<file path="config.mk">
export PLATFORM = sky130hd
export DESIGN_NAME = serial_adder_ctrl_flat
export DESIGN_NICKNAME = d
export VERILOG_FILES = /design/src/rtl/serial_adder_ctrl_if.sv /design/src/rtl/serial_adder_ctrl.sv /design/src/flat_wrapper.sv
export SDC_FILE = /design/constraint.sdc
export NUM_CORES = 1
export LEC_CHECK = 0
export CORE_UTILIZATION = 43
export DETAILED_ROUTE_END_ITERATION = 10
export PLACE_DENSITY = 0.72
export SLEW_MARGIN = 10
export SYNTH_ARGS = -nofsm -noshare
export SYNTH_HDL_FRONTEND = slang
export SYNTH_SLANG_ARGS = --single-unit
</file>
<file path="constraint.sdc">
create_clock -name clk -period 1.6 [get_ports clk]
set_input_delay 0.24 -clock clk [delete_from_list [all_inputs] [get_ports clk]]
set_output_delay 0.24 -clock clk [all_outputs]
set_load 0.03 [all_outputs]
</file>
<file path="src/rtl/serial_adder_ctrl_if.sv">
// Bus bundle between the issuing logic, serial_adder_ctrl and the external adder slice.
// Define SERIAL_ADDER_OVF_EN to add the signed-overflow flag ovf.
interface serial_adder_ctrl_if #(
  parameter int WIDTH = 16,
  parameter int DIGIT = 4
);
  logic             start;
  logic [WIDTH-1:0] A;
  logic [WIDTH-1:0] B;
  logic             Ci;
  logic             busy;
  logic             done;
  logic [WIDTH-1:0] S;
  logic             Co;
`ifdef SERIAL_ADDER_OVF_EN
  logic             ovf;
`endif
  logic [DIGIT-1:0] add_a;
  logic [DIGIT-1:0] add_b;
  logic             add_ci;
  logic [DIGIT-1:0] add_s;
  logic             add_co;

`ifdef SERIAL_ADDER_OVF_EN
  modport master (
    output start, A, B, Ci, add_s, add_co,
    input  busy, done, S, Co, ovf, add_a, add_b, add_ci
  );

  modport slave (
    input  start, A, B, Ci, add_s, add_co,
    output busy, done, S, Co, ovf, add_a, add_b, add_ci
  );
`else
  modport master (
    output start, A, B, Ci, add_s, add_co,
    input  busy, done, S, Co, add_a, add_b, add_ci
  );

  modport slave (
    input  start, A, B, Ci, add_s, add_co,
    output busy, done, S, Co, add_a, add_b, add_ci
  );
`endif

endinterface

</file>
<file path="src/rtl/serial_adder_ctrl.sv">
// Digit-serial WIDTH-bit adder sequencer driving one external DIGIT-bit ripple slice, LSB digit first.
// Optional macro SERIAL_ADDER_OVF_EN adds a registered signed-overflow flag (bus.ovf).
module serial_adder_ctrl #(
  parameter int WIDTH = 16,
  parameter int DIGIT = 4
) (
  input logic               clk,
  input logic               rst,
  serial_adder_ctrl_if.slave bus
);

  // WIDTH must be a whole multiple of DIGIT and at least one digit wide.
  localparam int N  = WIDTH / DIGIT;
  localparam int KW = (N > 1) ? $clog2(N) : 1;
  localparam logic [KW-1:0] K_LAST = KW'(N - 1);

  localparam logic [1:0] ST_IDLE = 2'd0;
  localparam logic [1:0] ST_RUN  = 2'd1;
  localparam logic [1:0] ST_DONE = 2'd2;

  logic [1:0]       r_state;
  logic [KW-1:0]    r_k;
  logic             r_carry;
  logic [WIDTH-1:0] r_a;
  logic [WIDTH-1:0] r_b;
  logic [WIDTH-1:0] r_s;
  logic             r_co;
`ifdef SERIAL_ADDER_OVF_EN
  logic             r_ovf;
`endif

  logic w_accept;

  // DONE also accepts, so a held start restarts on the edge where done falls (one sum per N+1 cycles).
  assign w_accept = bus.start && ((r_state == ST_IDLE) || (r_state == ST_DONE));

  assign bus.add_a  = r_a[r_k*DIGIT +: DIGIT];
  assign bus.add_b  = r_b[r_k*DIGIT +: DIGIT];
  assign bus.add_ci = r_carry;

  assign bus.busy = (r_state == ST_RUN) || (r_state == ST_DONE);
  assign bus.done = (r_state == ST_DONE);
  assign bus.S    = r_s;
  assign bus.Co   = r_co;
`ifdef SERIAL_ADDER_OVF_EN
  assign bus.ovf  = r_ovf;
`endif

  always_ff @(posedge clk or posedge rst) begin
    if (rst) begin
      r_state <= ST_IDLE;
      r_k     <= '0;
      r_carry <= 1'b0;
      r_a     <= '0;
      r_b     <= '0;
      r_s     <= '0;
      r_co    <= 1'b0;
`ifdef SERIAL_ADDER_OVF_EN
      r_ovf   <= 1'b0;
`endif
    end else if (w_accept) begin
      r_state <= ST_RUN;
      r_k     <= '0;
      r_carry <= bus.Ci;
      r_a     <= bus.A;
      r_b     <= bus.B;
      r_s     <= '0;
      r_co    <= 1'b0;
`ifdef SERIAL_ADDER_OVF_EN
      r_ovf   <= 1'b0;
`endif
    end else begin
      case (r_state)
        ST_RUN: begin
          r_s[r_k*DIGIT +: DIGIT] <= bus.add_s;
          r_carry                 <= bus.add_co;
          if (r_k == K_LAST) begin
            r_co    <= bus.add_co;
            r_k     <= '0;
            r_state <= ST_DONE;
`ifdef SERIAL_ADDER_OVF_EN
            // The last slice sum bit is the result sign bit.
            r_ovf   <= (r_a[WIDTH-1] == r_b[WIDTH-1]) &&
                       (bus.add_s[DIGIT-1] != r_a[WIDTH-1]);
`endif
          end else begin
            r_k <= r_k + 1'b1;
          end
        end
        ST_DONE: r_state <= ST_IDLE;
        default: r_state <= ST_IDLE;
      endcase
    end
  end

endmodule

</file>
<file path="src/flat_wrapper.sv">
// flat-port wrapper written by rule: the top's interface ports become plain ports
module serial_adder_ctrl_flat 
#(
  parameter int WIDTH = 16,
  parameter int DIGIT = 4
)
  (clk, rst, bus_start, bus_A, bus_B, bus_Ci, bus_add_s, bus_add_co, bus_busy, bus_done, bus_S, bus_Co, bus_add_a, bus_add_b, bus_add_ci);
  serial_adder_ctrl_if #(.WIDTH(WIDTH), .DIGIT(DIGIT)) bus_i ();
  input logic clk;
  input logic rst;
  input wire logic [$bits(bus_i.start)-1:0] bus_start;
  input wire logic [$bits(bus_i.A)-1:0] bus_A;
  input wire logic [$bits(bus_i.B)-1:0] bus_B;
  input wire logic [$bits(bus_i.Ci)-1:0] bus_Ci;
  input wire logic [$bits(bus_i.add_s)-1:0] bus_add_s;
  input wire logic [$bits(bus_i.add_co)-1:0] bus_add_co;
  output wire logic [$bits(bus_i.busy)-1:0] bus_busy;
  output wire logic [$bits(bus_i.done)-1:0] bus_done;
  output wire logic [$bits(bus_i.S)-1:0] bus_S;
  output wire logic [$bits(bus_i.Co)-1:0] bus_Co;
  output wire logic [$bits(bus_i.add_a)-1:0] bus_add_a;
  output wire logic [$bits(bus_i.add_b)-1:0] bus_add_b;
  output wire logic [$bits(bus_i.add_ci)-1:0] bus_add_ci;
  assign bus_i.start = bus_start;
  assign bus_i.A = bus_A;
  assign bus_i.B = bus_B;
  assign bus_i.Ci = bus_Ci;
  assign bus_i.add_s = bus_add_s;
  assign bus_i.add_co = bus_add_co;
  assign bus_busy = bus_i.busy;
  assign bus_done = bus_i.done;
  assign bus_S = bus_i.S;
  assign bus_Co = bus_i.Co;
  assign bus_add_a = bus_i.add_a;
  assign bus_add_b = bus_i.add_b;
  assign bus_add_ci = bus_i.add_ci;
  serial_adder_ctrl #(.WIDTH(WIDTH), .DIGIT(DIGIT)) u_core (.clk(clk), .rst(rst), .bus(bus_i));
endmodule
</file>
==> flow_metrics.env <==
export IMPL_status="finished, violations left"
export IMPL_violations="negative setup slack"
export IMPL_clockRootBuffer="clkbuf_8"
export IMPL_crit_fanout=5
export IMPL_grt_total_usage_pct=21.3
export IMPL_critPathMaxStageDelay_ns=0.50
export IMPL_required_ns=1.36
export IMPL_cp_start_kind="flip-flop"
export IMPL_rows=27
export IMPL_worstPathArrival_ns=1.57
export IMPL_yosys_top_cells_area="dfrtp_1 54%, nand2_1 16%, mux4_1 8.4%"
export IMPL_cts_buffer_depth=2
export IMPL_slew_viol_final=0
export IMPL_leakagePower_nw=2.04
export IMPL_maxCapViolCount=0
export IMPL_coreArea_mm2=0.00557
export IMPL_vias=2062
export IMPL_critPathSlowestCell="mux4_2"
export IMPL_final_cell_mix="108 x nand2_1, 53 x dfrtp_1, 40 x clkdlybuf4s50_1"
export IMPL_hold_class="in2async"
export IMPL_grt_pass1_vias=2077
export IMPL_post_place_ws_ns=-0.412
export IMPL_fin_nets=389
export IMPL_critPathTopFamily="multiplexers"
export IMPL_dieArea_mm2=0.00614
export IMPL_period_minus_slack_ns=1.81
export IMPL_max_slew_margin_rel_pct=77.9
export IMPL_cts_max_level=2
export IMPL_first_pass_iters=6
export IMPL_postRouteAntennaNets=0
export IMPL_fmax_ghz=0.554
export IMPL_crit_top_cell="buf_6"
export IMPL_ys_seq_elements=54
export IMPL_antenna_found_initial=0
export IMPL_synth_top_cell_area_share_pct=53.9
export IMPL_fill_cells=453
export IMPL_cp_end_kind="output port"
export IMPL_synth_edf_count=0
export IMPL_drtIter0Drc=99
export IMPL_synth_avg_cell_area_um2=10.4
export IMPL_routed_wl_um=5900
export IMPL_synthCells=242
export IMPL_die_h_um=78.3
export IMPL_ctsHoldBuffers=0
export IMPL_syn_cell_area_mm2=0.00251
export IMPL_grt_first_pass_wirelength_um=9920
export IMPL_utilization_pct=66.9
export IMPL_cp_cell_sequence="buf_6, mux4_2, buf_6"
export IMPL_yosys_warnings=0
export IMPL_crit_buf_inv=2
export IMPL_path_class="reg2out"
export IMPL_grt_max_degree=34
export IMPL_worst_slack_ns=-0.205
export IMPL_die_w_um=78.3
export IMPL_wl_per_cell_um=14.4
export IMPL_synth_distinct_cells=30
export IMPL_yosys_area_top_type="dfrtp_1"
export IMPL_setup_viol=23
export IMPL_initial_core_util_pct=45.0
export IMPL_fin_crit_sh_pct=113
export IMPL_syn2layout_area_growth_pct=48.9
export IMPL_synth_net_count=293
export IMPL_avgViaCountPerCell=5.02
export IMPL_power_density_mw_per_mm2=1700
export IMPL_dp_hpwl_um=3920
export IMPL_pin_count=69
export IMPL_rsz0062_at_grt="yes"
export IMPL_synthArstFlopShare_pct=100
export IMPL_synth_flop_cell="dfrtp_1"
export IMPL_clkLatencyLatePin_ns=0.30
export IMPL_peakVddDrop_v=0.000982
export IMPL_skew_ns=0.00466
export IMPL_drc_errors=0
export IMPL_synth_yosys_seq_area_share_pct=53.9
export IMPL_tightest_slew_ns=0.330
export IMPL_cts_tree="built"
export IMPL_clock_sinks=54
export IMPL_clkSlewWorstSetupHoldPaths_ns=0.09
export IMPL_r2r_setup_slack_ns=-0.11
export IMPL_grt_ovfl_total=0
export IMPL_hold_viol=0
export IMPL_place_gp_congestion=0.749
export IMPL_io_buffer_count=68
export IMPL_drive_gt1_share_pct=22.7
export IMPL_cts_buffers_inserted=5
export IMPL_final_common_cell="nand2_1"
export IMPL_insertedDiodeCount=0
## state kept, by name (all words and copies together), names as in the netlist
name	cells
u_core.r_b	16
u_core.r_state	2
u_core.r_a	16
u_core.bus.S	16
u_core.bus.add_ci	1
u_core.bus.Co	1
u_core.r_k	2
## power breakdown
| part | switching (mW) | total, mW | internal, mW |
|---|---|---|---|
| logic | 1.78 | 3.43 | 1.65 |
| registers | 0.313 | 2.18 | 1.86 |
| clock network | 0.415 | 0.727 | 0.312 |
| total | 2.51 | 6.33 | 3.82 |
## area by class of cell
| cell class | instances | area, µm² | share of cell area (%) |
|---|---|---|---|
| sequential | 54 | 1350 | 36.3 |
| clock buffer | 8 | 80.1 | 2.15 |
| inverter | 5 | 31.3 | 0.838 |
| timing repair buffer | 100 | 1060 | 28.3 |
| tap | 72 | 90.1 | 2.41 |
| multi-input combinational | 172 | 1120 | 30.0 |
## timing repair
item,CTS,global route
setup buffers,9,6
resized for setup,68,28
setup endpoints to repair,27,41
cloned,0,0
pin swaps,12,8
## cells in the mapped netlist (4+ instances only)
master and n:
dfrtp_1 54, buf_2 5, mux4_1 8, nand4_1 4, a22o_1 8, clkbuf_1 4
ha_1 10, nor2_1 5, a22oi_1 4, a21oi_1 8, nand2_1 109, inv_1 5
## per-layer routing
layer,vias to the layer above,track usage (%),share of wire (%)
met2,57,33.7,49
met3,4,6.40,5.9
li1,996,-,-
met5,-,0,0
met1,1005,28.5,44
met4,0,5.74,0.75
## metrics by stage
step | power, mW | hold slack, ns | setup TNS (ns) | std cells | area (µm²)
after detailed placement | 5.09 | 0.458 | -6.14 | 388 | 3400
after floorplan | 4.00 | 0.308 | -0.0547 | 242 | 2520
after global placement | 5.00 | 0.450 | -5.99 | 388 | 3400
after global routing | 6.78 | 0.228 | -4.48 | 411 | 3730
final | 6.33 | 0.219 | -2.54 | 411 | 3730
after CTS | 6.22 | 0.215 | -2.37 | 405 | 3600
## cells by family after synthesis
| kind of cell | synth area share, % |
|---|---|
| fa+ha+maj | 4.99 |
| simple gates | 22.0 |
| mux | 9.24 |
| compound gates | 6.79 |
| buf+inv | 3.10 |
| flops | 53.9 |
## worst reg2reg max path, delay by kind of cell (launching register included)
kind,cells,cell delay [ns]
flops,1,0.45
fa+ha+maj,1,0.16
buf+inv,5,0.53
simple gates,2,0.36
compound gates,1,0.15
## final timing paths
kind / startpoint / to / cells after the start
worst max-delay path: u_core.r_k[0] / bus_add_b[3] / 3
worst min-delay path: rst / u_core.bus.Co / 2
worst max register to register: u_core.r_k[0] / u_core.bus.S[14] / 9
worst min register to register: u_core.r_a[13] / u_core.r_a[13] / 2
max in group asynchronous: rst / u_core.r_k[0] / 3
min in group clk: bus_B[2] / u_core.r_b[2] / 3
Note: power is estimated with default switching activity, not from simulation.
